===== src/rtl/sha256_padder.sv =====
// sha256_padder: byte-stream to padded 512-bit SHA-256 blocks with first/last
// flags. One block buffer; bytes stall while a block waits for the core.
module sha256_padder (
  input  logic         clk,
  input  logic         reset_n,
  input  logic         byte_valid,
  input  logic [7:0]   byte_data,
  input  logic         byte_last,
  output logic         byte_ready,
  input  logic         empty_msg,
  output logic         block_valid,
  output logic [511:0] block_data,
  output logic         block_first,
  output logic         block_last,
  input  logic         block_ready,
  output logic         busy
);

  localparam int unsigned BlkW = 512;
  localparam int unsigned CntW = 61;
  localparam int unsigned LenW = 64;
  localparam int unsigned PtrW = 6;

  typedef enum logic [1:0] {
    FILL     = 2'd0,
    EMIT     = 2'd1,
    EMIT_PAD = 2'd2
  } state_e;

  state_e            state_q, state_d;
  logic [BlkW-1:0]   blk_q, blk_d;
  logic [PtrW-1:0]   p_q, p_d;
  logic [CntW-1:0]   cnt_q, cnt_d;
  logic              pad_q, pad_d;
  logic              marker_q, marker_d;
  logic              armed_q, armed_d;
  logic              first_q, first_d;
  logic              last_q, last_d;
  logic              ready_q, ready_d;
  logic              valid_q, valid_d;
  logic              busy_q, busy_d;
  logic [LenW-1:0]   len_c;

  assign byte_ready  = ready_q;
  assign block_valid = valid_q;
  assign block_data  = blk_q;
  assign block_first = first_q;
  assign block_last  = last_q;
  assign busy        = busy_q;

  // State register and datapath registers; reset drops any partial block.
  always_ff @(posedge clk) begin
    if (!reset_n) begin
      state_q  <= FILL;
      blk_q    <= '0;
      p_q      <= '0;
      cnt_q    <= '0;
      pad_q    <= 1'b0;
      marker_q <= 1'b0;
      armed_q  <= 1'b1;
      first_q  <= 1'b0;
      last_q   <= 1'b0;
      ready_q  <= 1'b0;
      valid_q  <= 1'b0;
      busy_q   <= 1'b0;
    end else begin
      state_q  <= state_d;
      blk_q    <= blk_d;
      p_q      <= p_d;
      cnt_q    <= cnt_d;
      pad_q    <= pad_d;
      marker_q <= marker_d;
      armed_q  <= armed_d;
      first_q  <= first_d;
      last_q   <= last_d;
      ready_q  <= ready_d;
      valid_q  <= valid_d;
      busy_q   <= busy_d;
    end
  end

  // Next-state: byte capture, in-place padding, block hand-off.
  always_comb begin
    state_d  = state_q;
    blk_d    = blk_q;
    p_d      = p_q;
    cnt_d    = cnt_q;
    pad_d    = pad_q;
    marker_d = marker_q;
    armed_d  = armed_q;
    first_d  = first_q;
    last_d   = last_q;
    len_c    = {cnt_q, 3'b000};

    unique case (state_q)
      FILL: begin
        if (byte_valid && ready_q) begin
          for (int k = 0; k < 64; k++) begin
            if (PtrW'(k) == p_q) blk_d[8*(63-k) +: 8] = byte_data;
          end
          cnt_d = cnt_q + CntW'(1);
          p_d   = p_q + PtrW'(1);
          if (byte_last) begin
            len_c = {cnt_d, 3'b000};
            for (int k = 0; k < 64; k++) begin
              if (k == int'(p_q) + 1) blk_d[8*(63-k) +: 8] = 8'h80;
              else if (k > int'(p_q) + 1) blk_d[8*(63-k) +: 8] = 8'h00;
            end
            if (p_q <= PtrW'(54)) begin
              blk_d[LenW-1:0] = len_c;
              last_d   = 1'b1;
              pad_d    = 1'b0;
              marker_d = 1'b0;
            end else begin
              last_d   = 1'b0;
              pad_d    = 1'b1;
              marker_d = (p_q == PtrW'(63));
            end
            p_d     = '0;
            first_d = armed_q;
            state_d = EMIT;
          end else if (p_q == PtrW'(63)) begin
            first_d = armed_q;
            last_d  = 1'b0;
            pad_d   = 1'b0;
            state_d = EMIT;
          end
        end else if (empty_msg && ready_q && !byte_valid &&
                     (p_q == '0) && (cnt_q == '0)) begin
          blk_d    = {8'h80, 504'b0};
          first_d  = armed_q;
          last_d   = 1'b1;
          pad_d    = 1'b0;
          marker_d = 1'b0;
          state_d  = EMIT;
        end
      end

      EMIT: begin
        if (block_ready) begin
          armed_d = 1'b0;
          first_d = 1'b0;
          if (pad_q) begin
            blk_d           = '0;
            blk_d[511:504]  = marker_q ? 8'h80 : 8'h00;
            blk_d[LenW-1:0] = len_c;
            last_d          = 1'b1;
            pad_d           = 1'b0;
            marker_d        = 1'b0;
            state_d         = EMIT_PAD;
          end else begin
            if (last_q) begin
              cnt_d   = '0;
              armed_d = 1'b1;
            end
            last_d  = 1'b0;
            state_d = FILL;
          end
        end
      end

      EMIT_PAD: begin
        if (block_ready) begin
          cnt_d   = '0;
          armed_d = 1'b1;
          first_d = 1'b0;
          last_d  = 1'b0;
          state_d = FILL;
        end
      end

      default: state_d = FILL;
    endcase

    ready_d = (state_d == FILL);
    valid_d = (state_d != FILL);
    busy_d  = (state_d != FILL) || (p_d != '0) || (cnt_d != '0);
  end

endmodule

===== config.mk =====
export PLATFORM = sky130hd
export DESIGN_NAME = sha256_padder
export DESIGN_NICKNAME = d
export VERILOG_FILES = /design/src/rtl/sha256_padder.sv
export SDC_FILE = /design/constraint.sdc
export NUM_CORES = 2
export LEC_CHECK = 0
export CORE_AREA = 2 2 237 239
export CTS_BUF_LIST = sky130_fd_sc_hd__clkbuf_8 sky130_fd_sc_hd__clkbuf_16
export DETAILED_ROUTE_END_ITERATION = 8
export DIE_AREA = 0 0 239 241
export PLACE_DENSITY = 0.79
export SLEW_MARGIN = 30
export SYNTH_ARGS = -nofsm -noshare
export SYNTH_HDL_FRONTEND = slang
export SYNTH_SLANG_ARGS = --single-unit
export TNS_END_PERCENT = 1

===== constraint.sdc =====
create_clock -name clk -period 3.9 [get_ports clk]
set_input_delay 0.585 -clock clk [delete_from_list [all_inputs] [get_ports clk]]
set_output_delay 0.585 -clock clk [all_outputs]
set_load 0.03 [all_outputs]

After elaboration in Yosys (flattened, before gate mapping)

Index checks and enable logic that the tools add are counted.

$add $sub $neg: 3
$mul: 0
Div/mod/pow operators: 0
Magnitude comparators: 65
Eq/ne operators: 136
Shift operators: 0
Multiplexer cells: 247
Bitwise gates (word level): 0
Reductions and logical operators: 27

Operators with widths:

| kind                    | count |
|---|---|
| $mux W512               | 5 |
| $mux W8                 | 193 |
| $eq A7 B32 Y1 const A   | 32 |
| $pmux W512 S2           | 1 |
| $gt A7 B32 Y1 const A   | 31 |
| $eq A6 B32 Y1 const A   | 16 |
| $gt A6 B32 Y1 const A   | 16 |
| $mux W61                | 5 |
| $eq A5 B32 Y1 const A   | 8 |
| $gt A5 B32 Y1 const A   | 8 |
| $eq A6 B6 Y1 const A    | 32 |
| $pmux W61 S3            | 1 |
| $eq A4 B32 Y1 const A   | 4 |
| $gt A4 B32 Y1 const A   | 4 |
| $eq A5 B6 Y1 const A    | 16 |
| $eq A3 B32 Y1 const A   | 2 |
| $gt A3 B32 Y1 const A   | 2 |
| $mux W64                | 1 |
| $add A61 B1 Y61 const B | 1 |
| $logic_not A61 Y1       | 1 |
| $reduce_bool A61 Y1     | 1 |
| $eq A4 B6 Y1 const A    | 8 |
| $eq A2 B32 Y1 const A   | 1 |
| $gt A1 B32 Y1 const A   | 1 |
| other kinds (34)        | 88 |

Flip-flop bits (word level): 589
Bits in latches: 0
RAM bits: 0
ROM bits: 0
Output and inout port bits: 517
Memories: 0

Logic depth before layout (Yosys ltp)

Depth in word-level cells: 10
Depth in mapped cells: 14
Depth with buffers taken out: 11

Worst setup path before layout

Ideal clock, no wire load.

Path type: register to register
Start: register state_q[0]
End: register busy_q, in the netlist busy
Setup time: 0.125 ns
Arrival: 3.165 ns
Data required time: 3.775 ns
Path slack: 0.610 ns
Cell stages (with the launch flop): 14
Clock period less this slack: 3.290 ns
Path through: dfxtp_1 inv_1 ha_1 clkbuf_1 a21boi_0 a2111o_1 clkbuf_1 o21ai_0 o2111ai_1 a2111oi_0 nand4_1 nor4bb_1 nand4_1 o41a_1

Longest elaborated chain between the ends: 7
Elaborated cells between the ends (all ways): 17
Those cells by class: eq/ne: 2; mux: 9; reduce/logical: 6

Ends and longest elaborated chain:

| what                     | RTL line | RTL |
|---|---|---|
| start: declaration       | 30       | `state_e state_q, state_d;` |
| start signal: assignment | 67       | `state_q <= state_d;` |
| $mux W2                  | 122      | `end else if (p_q == PtrW'(63)) begin` |
| $mux W2                  | 103      | `if (byte_last) begin` |
| $mux W2                  | 97       | `if (byte_valid && ready_q) begin` |
| $pmux W2 S3              | 95       | `unique case (state_q)` |
| $reduce_bool A2 Y1       | 177      | `busy_d = (state_d != FILL) \|\| (p_d != '0) \|\| (cnt_d != '0);` |
| $logic_or A1 B1 Y1       | 177      |  |
| $logic_or A1 B1 Y1 *     | 177      |  |
| end signal: assignment   | 78       | `busy_q <= busy_d;` |
| end: declaration         | 41       | `logic busy_q, busy_d;` |

Mark *: on every way between the ends. The rest lies on a longest branch, timed or not.
A chain may end at the register's enable or synchronous reset.

Final worst setup path

Start: register p_q[2]
End: register blk_q[8], in the netlist block_data[8]

Longest elaborated chain between the ends: 8
Elaborated cells between the ends (all ways): 17
Those cells by class: add/sub: 1; order compare: 2; eq/ne: 3; mux: 7; reduce/logical: 4

Ends and longest elaborated chain:

| what                                          | RTL line     | RTL |
|---|---|---|
| start: declaration                            | 32           | `logic [PtrW-1:0] p_q, p_d;` |
| start signal: assignment                      | 69           | `p_q <= p_d;` |
| $add A6 B1 Y7 or $eq A6 B6 Y1 (tied branches) | 106, 107, 99 |  |
| $gt A7 B32 Y1 or $mux W8 (tied branches)      | 107, 99      |  |
| $mux W8                                       | 107          | `else if (k > int'(p_q) + 1) blk_d[8*(63-k) +: 8] = 8'h00;` |
| $mux W8                                       | 106          | `if (k == int'(p_q) + 1) blk_d[8*(63-k) +: 8] = 8'h80;` |
| $mux W64                                      | 109          | `if (p_q <= PtrW'(54)) begin` |
| $mux W512                                     | 103          |  |
| $mux W512                                     | 97           |  |
| $pmux W512 S2                                 | 95           |  |
| end signal: assignment                        | 68           | `blk_q <= blk_d;` |
| end: declaration                              | 31           | `logic [BlkW-1:0] blk_q, blk_d;` |

Parallel ways exist; a longest one is shown, timed or not.

==> metrics <==
largest net degree at the start of global routing 105; final wirelength 141000 um; Yosys reg bits roughly 590; global-route met1 utilization 0.599; P_int between 10 and 15 mW; DRT iter0 DRCs 4783; RSZ-0062 raised after global routing false; combinational share of power 0.151; most frequent standard cell in the layout excluding fill and tap cells sky130_fd_sc_hd__nor2_1; clock-pin slew reported for the worst setup and hold paths after clock tree synthesis ~0.07 ns; final setup skew around 0.032 ns; Num Clock Sinks approximately 590; GRT Overall Usage 0.470; synth unique cells 80; input/output buffers 530; number of rows in the core area 86; worst min-delay path class flop to flop; Async SR Flop Fraction 0; detailed-placement wirelength estimate 101000 um; height of the die 241 um; CP Data Arrival Time ~4.4 ns; fraction of power spent switching nets 0.297; fill count 4391; count of mapped cells out of synthesis 3649; detailed-route DRC error count 0; synth-to-layout area growth 35.0%; H-tree levels 2; initial core utilization 0.519; Pwr per Cell Area 380 nW/um^2; total count of max-transition violations in the final report 0; Std-Cell Core Area 54900 um^2; Net Sw Power about 4.3 mW; category of the most critical setup path flop to flop; Synthesized Nets 3674; fraction of layout instances using a drive strength above 1 0.121; Hold Violations, Final 0; Max-cap violations 0; drt wl/cell 28.0 um; grt peak-use layer met2; met2 track utilization from global routing 0.695; area of the die 57600 um^2; leading cell types in the layout, fill and taps excluded 649 x sky130_fd_sc_hd__nor2_1, 589 x sky130_fd_sc_hd__dfxtp_1, 521 x sky130_fd_sc_hd__clkdlybuf4s50_1; wire length of the first global-routing pass 205000 um; Place WS -0.245 ns; maximum net fanout on the critical path 10; Slew Limit Headroom 0.253; max frequency 261 MHz; Yosys warning total 0; total overflow reported by the global router 0; Cell Count Post-Placement 4924; dominant register cell in the synthesized netlist sky130_fd_sc_hd__dfxtp_1; synthesized area 28500 um^2; total setup violations reported at the end of the flow 0; Avg Inst Size Synth 7.80 um^2; cts bufs inserted 60; clock root buffer master sky130_fd_sc_hd__clkbuf_16; Design Power 14.6 mW; Tmin final 3.84 ns; static power due to leakage ~13 nW; Vias 33600; horizontal die dimension 239 um; number of buffers on the longest clock path 3; fraction of power consumed by sequential logic 0.425; Initial DRT Pass Iterations 9; CTS tree done; type of origin of the critical path flop; clock latency on the worst-skew pair 0.67 ns; vias in the first global route 31200; nets@finish ~4300; initial antenna violation count 5; Critical Path Sink Type flop; worst vdd ir roughly 0.43 mV; Vias per Instance 6.67; final core utilization 0.700; final non-filler cell total 5039; routability congestion estimate 1.05; io pins 531; clock network fraction of total power 0.424; global routing met3 resource utilization 0.160; sum of negative setup slack 0 ns; Final ANT Viol Nets 0; crit path setup slack, layout 0.0633 ns; EDFF count, synth 0; status completed; critical path required time ~4.5 ns; final critical-path share of the clock period 0.984; Worst-Margin Slew 1.12 ns; sequential area share after synthesis 0.414
## path summary, 6_finish.rpt
kind | from | cells past startpoint | slack (ns) | to
setup / recovery | p_q[2]$_SDFF_PN0_ | 10 | 0.06 | block_data[8]$_SDFFE_PN0P_
hold / removal | block_data[156]$_SDFFE_PN0P_ | 2 | 0.45 | block_data[156]$_SDFFE_PN0P_
hold reg to reg | block_data[156]$_SDFFE_PN0P_ | 2 | 0.45 | block_data[156]$_SDFFE_PN0P_
setup reg to reg | p_q[2]$_SDFF_PN0_ | 10 | 0.06 | block_data[8]$_SDFFE_PN0P_
## per-stage QoR
| step | area [um^2] | hold slack (ns) |
|---|---|---|
| after floorplan | 28500 | 0.442 |
| after global placement | 36300 | 0.440 |
| after detailed placement | 36300 | 0.445 |
| after CTS | 38400 | 0.456 |
| after global routing | 38400 | 0.469 |
| final | 38400 | 0.454 |
## timing repair
| item | in CTS | in global routing |
|---|---|---|
| setup endpoints to repair | 0 | 27 |
| buffers inserted | 0 | 0 |
| gates resized for setup | 0 | 5 |
| hold buffers | 0 | 0 |
| endpoints found under the hold margin | 0 | 0 |
## routing by layer
metal  up-vias  routed length [um]
li1      14500                   -
met1     16000               53200
met2      2623               59200
met3       552               19600
met4         4                9240
met5         -                  34
## cells by family (layout without fill, tap and decap cells)
logic type | Yosys count | after routing | synth area share
compound gates | 1117 | 1117 | 0.251
xor+xnor | 31 | 31 | 0.00954
fa+ha+maj | 11 | 11 | 0.00483
buf+inv | 351 | 1032 | 0.0487
flops | 589 | 589 | 0.414
mux | 130 | 130 | 0.0461
other cells | 0 | 5 | 0
simple gates | 1420 | 1420 | 0.226
## worst max-delay path, stage by stage (launching register included)
cell and delay, ns:
sky130_fd_sc_hd__dfxtp_1 0.60, sky130_fd_sc_hd__nand3_1 0.39, sky130_fd_sc_hd__or3_1 0.55, sky130_fd_sc_hd__a21oi_1 0.38
sky130_fd_sc_hd__buf_4 0.23, sky130_fd_sc_hd__nand2_1 0.18, sky130_fd_sc_hd__o21ai_0 0.36, sky130_fd_sc_hd__a21oi_1 0.11
sky130_fd_sc_hd__nor2_1 0.55, sky130_fd_sc_hd__o21ai_0 0.19, sky130_fd_sc_hd__a31oi_1 0.22
## power groups by stage
stage / sequential [mW] / clock [mW] / combinational (mW)
floorplan: 6.47 / 0 / 1.03
finish: 6.21 / 6.20 / 2.21
CTS: 6.20 / 6.17 / 2.11
detailed placement: 6.33 / 0 / 2.10
global placement: 6.33 / 0 / 2.08
global route: 6.21 / 6.40 / 2.28
## area by class of cell
cell class,instances,area [um^2],area share
inverters,30,120,0.00313
well taps,704,881,0.0229
diodes,5,12.5,0.000326
repair buffers,892,8140,0.212
flip-flops and latches,589,11800,0.307
clock buffers,77,1750,0.0454
clock inverters,33,357,0.00928
multi-input cells,2709,15400,0.400
## synth_stat cells (30+ instances only)
cell / instances / area share
sky130_fd_sc_hd__clkbuf_1: 271 / 0.036
sky130_fd_sc_hd__a21oi_1: 221 / 0.039
sky130_fd_sc_hd__dfxtp_1: 589 / 0.41
sky130_fd_sc_hd__nor2_1: 652 / 0.086
sky130_fd_sc_hd__nand3_1: 108 / 0.019
sky130_fd_sc_hd__a31oi_1: 57 / 0.013
sky130_fd_sc_hd__nand4_1: 44 / 0.0097
sky130_fd_sc_hd__nand2_1: 296 / 0.039
sky130_fd_sc_hd__o22ai_1: 35 / 0.0077
sky130_fd_sc_hd__and2_1: 30 / 0.0066
sky130_fd_sc_hd__a22oi_1: 318 / 0.084
sky130_fd_sc_hd__o21ai_1: 37 / 0.0065
sky130_fd_sc_hd__buf_2: 30 / 0.0053
sky130_fd_sc_hd__nor3_1: 104 / 0.018
sky130_fd_sc_hd__mux2i_1: 120 / 0.042
sky130_fd_sc_hd__nor4_1: 48 / 0.011
sky130_fd_sc_hd__o21ai_0: 253 / 0.044
## sequential cells by signal (all words and copies together) (netlist names)
name         cells
block_data     512
cnt_q           61
p_q              6
state_q          2
armed_q          1
block_first      1
block_last       1
block_valid      1
busy             1
byte_ready       1
marker_q         1
pad_q            1
No activity file was read; power rests on OpenSTA's default activity.
